### config.mk
export PLATFORM = sky130hd
export DESIGN_NAME = bus_arbiter_rr
export DESIGN_NICKNAME = d
export VERILOG_FILES = /design/src/rtl/bus_arbiter_rr.sv
export SDC_FILE = /design/constraint.sdc
export NUM_CORES = 1
export LEC_CHECK = 0
export ABC_CLOCK_PERIOD_IN_PS = 1600
export BUFFER_PORTS_ARGS = -buffer_cell sky130_fd_sc_hd__buf_2
export CORE_MARGIN = 4
export CORE_UTILIZATION = 44
export CTS_CLUSTER_SIZE = 28
export DETAILED_ROUTE_END_ITERATION = 8
export GPL_ROUTABILITY_DRIVEN = 0
export HOLD_SLACK_MARGIN = 0.1
export PLACE_DENSITY = 0.79
export REMOVE_ABC_BUFFERS = 1
export SYNTH_ARGS = -nofsm -noshare
export SYNTH_HDL_FRONTEND = slang
export SYNTH_SLANG_ARGS = --single-unit
### constraint.sdc
create_clock -name clk -period 1.6 [get_ports clk]
set_input_delay 0.16 -clock clk [delete_from_list [all_inputs] [get_ports clk]]
set_output_delay 0.16 -clock clk [all_outputs]
set_load 0.05 [all_outputs]
### src/rtl/bus_arbiter_rr.sv
// bus_arbiter_rr: round-robin N-master/M-slave arbiter for the serial-address bus
// clk/reset: bus clock, async active-high reset
// m_*: per-master request/address/data in; grant, routed ready/read data/read valid out
// s_*: routed master address/data/valid/write-enable out; slave ready/read data/read valid in
// state/grant_idx/slave_sel/connected/decode_error: arbiter status
module bus_arbiter_rr #(
  parameter int NUM_MASTERS = 2,
  parameter int NUM_SLAVES = 3,
  parameter int SLAVE_ADDR_BITS = 2,
  localparam int MW = NUM_MASTERS > 1 ? $clog2(NUM_MASTERS) : 1,
  localparam int SW = NUM_SLAVES > 1 ? $clog2(NUM_SLAVES) : 1
) (
  input  logic                   clk,
  input  logic                   reset,
  input  logic [NUM_MASTERS-1:0] m_request,
  input  logic [NUM_MASTERS-1:0] m_address_valid,
  input  logic [NUM_MASTERS-1:0] m_address,
  input  logic [NUM_MASTERS-1:0] m_data,
  input  logic [NUM_MASTERS-1:0] m_valid,
  input  logic [NUM_MASTERS-1:0] m_write_en,
  output logic [NUM_MASTERS-1:0] m_grant,
  output logic [NUM_MASTERS-1:0] m_ready,
  output logic [NUM_MASTERS-1:0] m_data_out,
  output logic [NUM_MASTERS-1:0] m_valid_in,
  output logic [NUM_SLAVES-1:0]  s_address,
  output logic [NUM_SLAVES-1:0]  s_data,
  output logic [NUM_SLAVES-1:0]  s_valid,
  output logic [NUM_SLAVES-1:0]  s_write_en,
  input  logic [NUM_SLAVES-1:0]  s_ready,
  input  logic [NUM_SLAVES-1:0]  s_data_in,
  input  logic [NUM_SLAVES-1:0]  s_valid_out,
  output logic [1:0]             state,
  output logic [MW-1:0]          grant_idx,
  output logic [SW-1:0]          slave_sel,
  output logic                   connected,
  output logic                   decode_error
);
  localparam int CW = $clog2(SLAVE_ADDR_BITS + 1);
  typedef enum logic [1:0] {IDLE, ADDR, CONNECT, BUSY} state_t;
  state_t st;
  logic [MW-1:0] rr_ptr, win, nxt_ptr;
  logic [SLAVE_ADDR_BITS-1:0] addr_buf;
  logic [CW-1:0] cnt;
  logic [2*NUM_MASTERS-1:0] rot;
  logic found, valid_addr;
  int off;
  assign state = st;
  // candidates rotated so bit 0 is the master at rr_ptr; lowest set bit wins
  assign rot = {m_request & m_address_valid, m_request & m_address_valid} >> rr_ptr;
  always_comb begin
    found = 1'b0;
    off = 0;
    for (int k = NUM_MASTERS - 1; k >= 0; k--)
      if (rot[k]) begin
        found = 1'b1;
        off = k;
      end
    win = MW'((int'(rr_ptr) + off) % NUM_MASTERS);
  end
  assign nxt_ptr = grant_idx == MW'(NUM_MASTERS - 1) ? '0 : grant_idx + 1'b1;
  assign valid_addr = {1'b0, addr_buf} < (SLAVE_ADDR_BITS + 1)'(NUM_SLAVES);
  assign decode_error = st == CONNECT && !valid_addr;
  always_ff @(posedge clk or posedge reset)
    if (reset) begin
      st <= IDLE;
      m_grant <= '0;
      grant_idx <= '0;
      slave_sel <= '0;
      rr_ptr <= '0;
      connected <= 1'b0;
      addr_buf <= '0;
      cnt <= '0;
    end else
      case (st)
        IDLE: if (found) begin
          grant_idx <= win;
          m_grant <= NUM_MASTERS'(1) << win;
          cnt <= '0;
          addr_buf <= '0;
          st <= ADDR;
        end
        ADDR: if (!m_request[grant_idx]) begin
          st <= IDLE;
          rr_ptr <= nxt_ptr;
          m_grant <= '0;
          connected <= 1'b0;
        end else if (m_valid[grant_idx]) begin
          addr_buf <= SLAVE_ADDR_BITS'({addr_buf, m_address[grant_idx]});
          cnt <= cnt + 1'b1;
          if (cnt == CW'(SLAVE_ADDR_BITS - 1)) st <= CONNECT;
        end
        CONNECT: if (valid_addr) begin
          slave_sel <= SW'(addr_buf);
          connected <= 1'b1;
          st <= BUSY;
        end else begin
          st <= IDLE;
          rr_ptr <= nxt_ptr;
          m_grant <= '0;
          connected <= 1'b0;
        end
        BUSY: if (!m_request[grant_idx]) begin
          st <= IDLE;
          rr_ptr <= nxt_ptr;
          m_grant <= '0;
          connected <= 1'b0;
        end else if (m_address_valid[grant_idx]) begin
          // re-address keeps the grant and the old path until CONNECT
          st <= ADDR;
          cnt <= '0;
          addr_buf <= '0;
        end
      endcase
  for (genvar i = 0; i < NUM_MASTERS; i++) begin : g_m
    assign m_ready[i] = connected && grant_idx == MW'(i) && s_ready[slave_sel];
    assign m_data_out[i] = connected && grant_idx == MW'(i) && s_data_in[slave_sel];
    assign m_valid_in[i] = connected && grant_idx == MW'(i) && s_valid_out[slave_sel];
  end
  for (genvar j = 0; j < NUM_SLAVES; j++) begin : g_s
    assign s_address[j] = connected && slave_sel == SW'(j) && m_address[grant_idx];
    assign s_data[j] = connected && slave_sel == SW'(j) && m_data[grant_idx];
    assign s_write_en[j] = connected && slave_sel == SW'(j) && m_write_en[grant_idx];
    // address bits must not look like data to the old slave while re-addressing
    assign s_valid[j] = connected && slave_sel == SW'(j) && st != ADDR && m_valid[grant_idx];
  end
endmodule
==> out/results.tsv <==
metric	value	unit
max_cap_violations	0	
status	finished, violations left	
combPwrFrac	71.8	%
period_minus_slack	1.663	ns
final_common_cell	buf_2	
numClockSinks	13	
worstSetupPathType	flop to output port	
place_inst	192	
dieArea	2965	um^2
layout.nets	199	
grt_pass1_vias	1001	
io_buffer_count	49	
drive_gt1_share	55.75	%
final_cell_mix	30 x buf_2, 22 x nor2_1, 19 x buf_6	
wl_per_cell	17.32	um
firstDrtPassIters	4	
cp_max_fo	8	
hold_violations	0	
clk_latency	0.28	ns
area.growth.synth_to_final	61.92	%
setup_viol	10	
place_hpwl	2.264	mm
rsz0062_at_grt	true	
hp-class	input pin to flop	
clk_pin_slew	0.09	ns
instances_no_fill	201	
yosysTopAreaCell	dfrtp_1	
cts_buffers	3	
finalWorstSetupSlack	-0.06344	ns
syn_avg_cell_area	8.404	um^2
num_vias	1163	
clockRootBuffer	clkbuf_4	
core	2002	um^2
synth_area	949.7	um^2
p_total	2917	uW
cts_tree	built	
maxSlewHeadroom	65.87	%
rows	16	
clkPwrFrac	7.2	%
power_density	1897	nW/um^2
drt_iter0_drc	35	
crit_path_start_kind	flop	
grt_usage	19.81	%
totalWireLength	3.482	mm
chipHeight	54.46	um
synth-edff-count	0	
grt_overflow	0	
p_switching	1547	uW
stdcell_area	1538	um^2
die_x	54.46	um
clk_path_buf_depth	2	
async_reset_ff_share	100.0	%
antenna_found_initial	0	
critPathRequiredTime	1.44	ns
p_sw_share	53.04	%
timing.final.crit_share	104.0	%
yosysSeqAreaShare	34.26	%
diodes	0	
leakage	0.0007371	uW
clock.fmax	601.2	MHz
whs	0.2004	ns
cts-htree-levels	1	
cp-end-kind	output port	
synth_cell_types	38	
grt_pass1_wl	4.409	mm
violations	setup timing	
p_int	1370	uW
p_seq_share	21.0	%
syn_inst	113	
synth_top_area_share	34.26	%
arrival	1.50	ns
finalMaxSlewViolations	0	
worstMarginPinSlew	0.5114	ns
ios	50	
fin_skew	0.01689	ns
ys_ff_latch	13	
final_util	76.81	%
start_util	47.44	%
synth_flop_cell	dfrtp_1	
grt_max_degree	14	
ant_nets	0	
synthTopCellsByArea	dfrtp_1 34%, nor2_1 12%, mux2i_1 7.4%	
ys_warn_count	0	
viasPerCell	5.786	
dpl_cell_area	1246	um^2
drc_errors	0	
vdd_drop_max	0.001256	V
-- state kept, by name, summed over array words and instances, names as in the netlist --
| signal | flops |
|---|---|
| connected | 1 |
| slave_sel | 2 |
| state | 2 |
| m_grant | 2 |
| grant_idx | 1 |
| rr_ptr | 1 |
| addr_buf | 2 |
| cnt | 2 |
-- metal layers --
| metal | track usage (%) | part of all wire [%] |
|---|---|---|
| met5 | 0 | 0 |
| met1 | 24.41 | 42 |
| met2 | 36.65 | 46 |
| met4 | 1.245 | 2.0 |
| met3 | 4.087 | 10 |
-- worst max-delay path, cell delays in order (launching register included) --
cell and delay [ns]:
dfrtp_1 0.37, buf_6 0.15, mux2i_1 0.24, nor2_1 0.09, a21oi_2 0.15, nor2_1 0.08
buf_6 0.15
-- power by group through the flow --
stage          clock network, uW  registers [uW]  logic (uW)
2_1_floorplan                  0            1030         776
3_3_place_gp                   0             592        1660
3_5_place_dp                   0             601        1690
4_1_cts                      208             603        1840
5_1_grt                      232             619        2200
6_report                     211             612        2090
-- cells in the mapped netlist (2+ instances only) --
library cell / number
inv_1: 6
nand3b_1: 4
buf_6: 2
a22o_1: 2
mux2i_1: 7
dfrtp_1: 13
nor2_1: 31
o21ai_0: 3
nand3_1: 4
a21o_1: 2
nand2_1: 5
a21oi_1: 7
mux2_2: 2
-- kinds of logic (layout without fill, tap and decap cells) --
kind of cell	count (synthesis)	after routing	synth area share [%]
adders and majority gates	1	1	1.317
DFF	13	13	34.26
AOI/OAI and AO/OA	25	25	19.50
buffers and inverters	10	71	6.060
muxes	11	11	12.78
and+or+nand+nor	53	53	26.09
-- what timing repair did --
action | 4_1_cts | 5_1_grt
cloned | 0 | 0
endpoints found under the hold margin | 13 | 0
hold buffers | 1 | 0
setup endpoints to repair | 19 | 18
pin swaps | 0 | 5
gates resized for setup | 35 | 37
buffers inserted | 1 | 3
-- path summary, 6_finish.rpt --
check / start / endpoint / slack [ns] / cells after the start
setup / recovery: slave_sel[0]$_DFFE_PP0P_ / m_ready[1] / -0.06 / 6
hold / removal: m_address_valid[1] / m_grant[1]$_DFFE_PP0P_ / 0.20 / 3
setup reg to reg: grant_idx$_DFFE_PP0P_ / cnt[0]$_DFFE_PP0P_ / 0.09 / 5
hold reg to reg: m_grant[0]$_DFFE_PP0P_ / m_grant[0]$_DFFE_PP0P_ / 0.48 / 1
max in group asynchronous: reset / state[1]$_DFFE_PP0P_ / 0.79 / 3
min in group asynchronous: reset / grant_idx$_DFFE_PP0P_ / 0.44 / 3
-- area by class of cell --
| cell class | instances | area, um^2 |
|---|---|---|
| Tap cell | 27 | 33.78 |
| Sequential cell | 13 | 327.8 |
| Clock buffer | 4 | 26.28 |
| Multi-Input combinational cell | 90 | 663.1 |
| Timing Repair Buffer | 61 | 464.2 |
| Fill cell | 118 | 464.2 |
| Inverter | 6 | 22.52 |
-- stage by stage --
| stage | TNS (ns) | worst slack [ns] |
|---|---|---|
| after global routing | -0.9513 | -0.1391 |
| final | -0.3248 | -0.06344 |
| after CTS | -0.0008328 | -0.0008328 |
| after global placement | 0 | 0.1865 |
| after detailed placement | 0 | 0.1773 |
| after floorplan | -8.476 | -0.6674 |
Note: power is estimated with default switching activity, not from simulation.
